==> src/rtl/fetch_unit.sv <==
// Instruction fetch stage for the pipelined RV32I core.
// Issues sequential word fetches over a valid/ready request channel and
// accepts in-order responses. Returned words go into a small FIFO that is
// presented to decode together with their PC. An Execute-stage redirect
// clears the FIFO. Responses that are still outstanding at the redirect are
// counted off and discarded when they return.
module fetch_unit #(
  parameter logic [31:0] RESET_PC = 32'h0000_0000,
  parameter int          DEPTH    = 2
) (
  input  logic        clk,
  input  logic        reset,
  output logic        imem_req_valid,
  input  logic        imem_req_ready,
  output logic [31:0] imem_req_addr,
  input  logic        imem_rsp_valid,
  input  logic [31:0] imem_rsp_data,
  input  logic        PCSrcE,
  input  logic [31:0] PCTargetE,
  input  logic        StallD,
  output logic [31:0] InstrD,
  output logic [31:0] PCD,
  output logic [31:0] PCPlus4D,
  output logic        InstrValidD
);

  localparam int            AW        = (DEPTH > 1) ? $clog2(DEPTH) : 1;
  localparam int            CW        = AW + 1;
  localparam logic [CW-1:0] DEPTH_CNT = CW'(DEPTH);
  localparam logic [31:0]   NOP       = 32'h0000_0013;

  // Fetch PC and bookkeeping counters
  logic [31:0]   pc_q, pc_d;
  logic [CW-1:0] inflight_q, inflight_d;
  logic [CW-1:0] drop_q, drop_d;

  // PC queue: one entry per outstanding request, in issue order
  logic [31:0]   pcq_q [DEPTH];
  logic [AW-1:0] pcq_rd_q, pcq_rd_d;
  logic [AW-1:0] pcq_wr_q, pcq_wr_d;

  // Instruction buffer
  logic [31:0]   fifo_instr_q [DEPTH];
  logic [31:0]   fifo_pc_q    [DEPTH];
  logic [AW-1:0] fifo_rd_q, fifo_rd_d;
  logic [AW-1:0] fifo_wr_q, fifo_wr_d;
  logic [CW-1:0] fifo_cnt_q, fifo_cnt_d;

  logic          req_fire;
  logic          rsp_ok;
  logic          push;
  logic          pop;
  logic [CW:0]   occ;
  logic [31:0]   target_aligned;

  assign target_aligned = PCTargetE & ~32'h0000_0003;

  // Head of the buffer drives decode; NOP/0/0 when the buffer is empty.
  assign InstrValidD = (fifo_cnt_q != '0);
  assign InstrD      = InstrValidD ? fifo_instr_q[fifo_rd_q] : NOP;
  assign PCD         = InstrValidD ? fifo_pc_q[fifo_rd_q] : 32'h0;
  assign PCPlus4D    = InstrValidD ? (fifo_pc_q[fifo_rd_q] + 32'd4) : 32'h0;

  // A redirect suppresses the pop; the whole buffer is flushed instead.
  assign pop    = InstrValidD && !StallD && !PCSrcE;
  assign rsp_ok = imem_rsp_valid && (inflight_q != '0);
  assign push   = rsp_ok && (drop_q == '0) && !PCSrcE;

  // The slot freed by this cycle's pop is credited to issue, so a 1-cycle
  // memory keeps decode fed every cycle. Under stall it is plain
  // buffered + outstanding against DEPTH, which still guarantees every
  // outstanding response a free slot on arrival.
  assign occ = {1'b0, fifo_cnt_q} + {1'b0, inflight_q} - {{CW{1'b0}}, pop};

  assign imem_req_valid = !reset && !PCSrcE && (occ < {1'b0, DEPTH_CNT});
  assign imem_req_addr  = pc_q;
  assign req_fire       = imem_req_valid && imem_req_ready;

  // Next-state for PC, counters and queue pointers
  always_comb begin
    pc_d       = pc_q;
    inflight_d = inflight_q + CW'(req_fire) - CW'(rsp_ok);
    drop_d     = drop_q;
    pcq_rd_d   = pcq_rd_q;
    pcq_wr_d   = pcq_wr_q;
    fifo_rd_d  = fifo_rd_q;
    fifo_wr_d  = fifo_wr_q;
    fifo_cnt_d = fifo_cnt_q;

    if (req_fire) begin
      pc_d     = pc_q + 32'd4;
      pcq_wr_d = pcq_wr_q + AW'(1);
    end
    if (rsp_ok) begin
      pcq_rd_d = pcq_rd_q + AW'(1);
    end

    if (PCSrcE) begin
      // Every request still outstanding after this cycle is wrong-path.
      // A response arriving now is dropped here and is not counted again.
      pc_d       = target_aligned;
      drop_d     = inflight_q - CW'(rsp_ok);
      fifo_rd_d  = '0;
      fifo_wr_d  = '0;
      fifo_cnt_d = '0;
    end else begin
      if (rsp_ok && (drop_q != '0)) begin
        drop_d = drop_q - CW'(1);
      end
      if (push) begin
        fifo_wr_d = fifo_wr_q + AW'(1);
      end
      if (pop) begin
        fifo_rd_d = fifo_rd_q + AW'(1);
      end
      fifo_cnt_d = fifo_cnt_q + CW'(push) - CW'(pop);
    end
  end

  // State update, with storage writes for issued PCs and returned words
  always_ff @(posedge clk or posedge reset) begin
    if (reset) begin
      pc_q       <= RESET_PC;
      inflight_q <= '0;
      drop_q     <= '0;
      pcq_rd_q   <= '0;
      pcq_wr_q   <= '0;
      fifo_rd_q  <= '0;
      fifo_wr_q  <= '0;
      fifo_cnt_q <= '0;
      for (int i = 0; i < DEPTH; i++) begin
        pcq_q[i]        <= 32'h0;
        fifo_instr_q[i] <= NOP;
        fifo_pc_q[i]    <= 32'h0;
      end
    end else begin
      pc_q       <= pc_d;
      inflight_q <= inflight_d;
      drop_q     <= drop_d;
      pcq_rd_q   <= pcq_rd_d;
      pcq_wr_q   <= pcq_wr_d;
      fifo_rd_q  <= fifo_rd_d;
      fifo_wr_q  <= fifo_wr_d;
      fifo_cnt_q <= fifo_cnt_d;
      if (req_fire) begin
        pcq_q[pcq_wr_q] <= pc_q;
      end
      if (push) begin
        fifo_instr_q[fifo_wr_q] <= imem_rsp_data;
        fifo_pc_q[fifo_wr_q]    <= pcq_q[pcq_rd_q];
      end
    end
  end

  // A word must never land in a full buffer unless the head leaves the same cycle.
  a_no_overflow: assert property (@(posedge clk) disable iff (reset)
    push |-> ((fifo_cnt_q != DEPTH_CNT) || pop));

  // Memory must not return a word that was never requested.
  a_no_orphan_rsp: assert property (@(posedge clk) disable iff (reset)
    imem_rsp_valid |-> (inflight_q != '0));

endmodule

==> config.mk <==
export PLATFORM = sky130hd
export DESIGN_NAME = fetch_unit
export DESIGN_NICKNAME = d
export VERILOG_FILES = /design/src/rtl/fetch_unit.sv
export SDC_FILE = /design/constraint.sdc
export NUM_CORES = 1
export LEC_CHECK = 0
export CAP_MARGIN = 25
export CORE_MARGIN = 8
export CORE_UTILIZATION = 58
export CTS_CLUSTER_DIAMETER = 50
export DETAILED_ROUTE_END_ITERATION = 8
export HOLD_SLACK_MARGIN = 0.12
export MAX_ROUTING_LAYER = met4
export PLACE_DENSITY = 0.87
export SYNTH_ARGS = -nofsm -noshare
export SYNTH_HDL_FRONTEND = slang
export SYNTH_SLANG_ARGS = --single-unit
==> constraint.sdc <==
create_clock -name clk -period 16.2 [get_ports clk]
set_clock_uncertainty 0.15 [all_clocks]
set_input_delay 4.86 -clock clk [delete_from_list [all_inputs] [get_ports clk]]
set_output_delay 4.86 -clock clk [all_outputs]
set_load 0.02 [all_outputs]
==> results.txt <==
M1 wire length = 12900 um
Static leakage = 6.05 nW
Fraction of layout cells with a size suffix above 1 = 0.164
Post-DRT Antenna Nets = 0
Max-cap viol count = 0
Routed met3 length = 2170 um
Crit end category = primary output
Area of the multi-input gates = 5440 um^2
Largest fanout on the critical path = 42
Gates resized, CTS repair = 0
Drt drc = 0
CP max stage cell = clkdlybuf4s50_1
Gr ovfl total = 0
Initial Util = 0.590
Cell area power density = 161 nW/um^2
Fmax = 78.7 MHz
CTS H-tree depth = 1
Pre-antenna DRT Iters = 6
Core area = 19400 um^2
Max_slew headroom = 0.318
Fill count = 1392
Die Wd = 156 um
CTS tree = yes
Initial drt markers = 678
Max rail drop VDD = 0.0903 mV
Routed wire length per instance = 19.1 um
Post-Synthesis Cells = 1073
I/O Pins = 200
Number of clock sinks = 224
Main synth FF type = dfrtp_1
WL met2 = 13400 um
First-pass GRT wire length = 46400 um
Post-CTS Setup Bufs = 0
Die area = 24500 um^2
Post-Syn Area = 11400 um^2
RSZ-0062 raised after global routing = false
Sequential area share after synthesis = 0.491
Finish-stage setup viols = 0
Clock Tree Buf Depth = 3
Total wire length = 29000 um
Rows = 51
Final HPWL DP = 19800 um
CP peak stage delay = 0.60 ns
Vias in the first global route = 8709
Synth unique cells = 65
Ys Warns = 0
Tcrit/Tclk final = 0.784
Root buffer cell = clkbuf_16
Initial antenna violation count = 1
EDFF count, synth = 0
Final Max Slew Viols = 0
Reg area = 5620 um^2
Largest net degree at the start of global routing = 141
Via density per instance = 5.88
Cell chain of the critical path = clkdlybuf4s50_1, buf_4, nor3_1, ha_1, nand2b_1, fa_1, xnor2_1, and3b_1, clkdlybuf4s50_1
Final hold viol count = 0
Hold Crit Class = reg -> reg
Hold Slack = 0.331 ns
Tmin final = 12.70 ns
GPL Wtd Cong = 0.887
Clock transition at path regs = 0.06 ns
Total track usage = 0.240
Ys async rst share = 1.00
Setup crit start kind = input pin
Worst path required time = 11.19 ns
Count of hold buffers inserted by post-cts repair = 0
Clk_lat worst skew = 0.51 ns
PortBufs = 191
Layout area overhead = 24.9%
Status = completed
Max Used Layer = met4
WP data arrival = 7.69 ns
Die Height = 156 um
#FFs+latches synth = 224
Final Net Count = 1315
Actual slew at the worst max-slew pin = 1.02 ns
Total CTS buffers = 25
Worst slack, placed = 3.50 ns
Most common cell on crit path = clkdlybuf4s50_1
Final setup margin = 3.50 ns
DR vias = 8931
WS Path Type = in -> out
Avg Cell Area, Syn = 10.7 um^2
Setup TNS = 0 ns
[metrics by stage]
stage	power, mW	cells	util	cell area [um^2]
final	2.30	1518	0.736	14300
after global routing	2.43	1518	0.736	14300
after CTS	2.31	1516	0.735	14300
after detailed placement	1.74	1471	0.693	13400
after global placement	1.69	1471	0.693	13400
after floorplan	1.47	1078	-	11500
[cells in the mapped netlist (3+ instances only)]
library cell | count | area, um^2
nand4b_1 | 5 | 43.8
xnor2_1 | 19 | 166
mux2_2 | 125 | 1410
clkbuf_1 | 19 | 71.3
nor2_1 | 154 | 578
a31o_2 | 3 | 26.3
buf_6 | 3 | 33.8
nand4_2 | 3 | 37.5
a21oi_1 | 68 | 340
xor2_1 | 5 | 43.8
nor4_1 | 5 | 31.3
a221o_1 | 4 | 40.0
or4_1 | 6 | 45.0
a22oi_1 | 3 | 22.5
nand3_1 | 37 | 185
a31oi_1 | 5 | 31.3
buf_1 | 10 | 37.5
nand3b_1 | 5 | 37.5
nand2_1 | 75 | 282
nand2b_1 | 5 | 31.3
o21ai_0 | 25 | 125
o211ai_1 | 17 | 128
o21a_1 | 3 | 22.5
o31a_1 | 4 | 35.0
mux2i_1 | 94 | 941
buf_2 | 28 | 140
o311ai_0 | 6 | 52.6
dfstp_2 | 6 | 158
nor3_1 | 14 | 70.1
nor2b_1 | 8 | 50.1
ha_1 | 10 | 125
dfrtp_1 | 218 | 5460
nand4_1 | 17 | 106
buf_4 | 10 | 75.1
inv_1 | 16 | 60.1
[flip-flops by register name, summed over array words and instances, names as in the netlist, 2 cells and up]
signal,count
inflight_q,2
pcq_q,60
drop_q,2
imem_req_addr,30
fifo_instr_q,64
fifo_cnt_q,2
fifo_pc_q,60
[layout make-up]
cell class	instances	area share
multi-input cells	766	0.381
flip-flops and latches	224	0.393
inverters	16	0.00473
diodes	1	0.000175
well taps	265	0.0232
clock buffers	36	0.0509
clock inverters	9	0.00631
repair buffers	201	0.141
[layer usage]
| metal | up-vias | global-route usage |
|---|---|---|
| met5 | - | - |
| met4 | 0 | 0.0503 |
| met3 | 48 | 0.0447 |
| met2 | 344 | 0.374 |
| met1 | 4385 | 0.324 |
| li1 | 4154 | - |
[cells in the final DEF, fill, tap and decap left out, types with 8 or more instances in the layout]
cell and count:
dfrtp_1 217, clkdlybuf4s50_1 191, nor2_1 151, mux2_2 125, mux2i_1 94, nand2_1 75
a21oi_1 68, nand3_1 37, o21ai_0 25, clkbuf_16 25, xnor2_1 19, nand4_1 17
o211ai_1 17, inv_1 15, nor3_1 14, ha_1 10, buf_4 9, nor2b_1 8
[logic make-up after synthesis]
group	Yosys count	share of synthesized area
flops	224	0.491
mux	220	0.206
buf+inv	88	0.0374
simple gates	353	0.150
other cells	1	0.000328
xor+xnor	24	0.0184
fa+ha+maj	11	0.0127
compound gates	152	0.0842
[critical path, delay by kind of cell]
family	cells	cell delay, ns
fa+ha+maj	2	0.69
simple gates	3	0.53
buf+inv	3	1.43
xor+xnor	1	0.15
[report_power, final]
group / internal (mW) / switching, mW
registers: 0.775 / 0.167
clock network: 0.329 / 0.221
logic: 0.387 / 0.418
[final timing paths]
kind / start / to / slack (ns) / depth (start not counted)
max: PCSrcE / imem_req_valid / 3.50 / 9
min in group asynchronous: reset / fifo_cnt_q[0] / 4.84 / 2
min: pcq_q[14] / pcq_q[14] / 0.33 / 2
min reg2reg: pcq_q[14] / pcq_q[14] / 0.33 / 2
max reg2reg: fifo_cnt_q[1] / inflight_q[1] / 11.73 / 15
max in group asynchronous: reset / pcq_q[28] / 9.85 / 4
No activity file was read; power rests on OpenSTA's default activity.
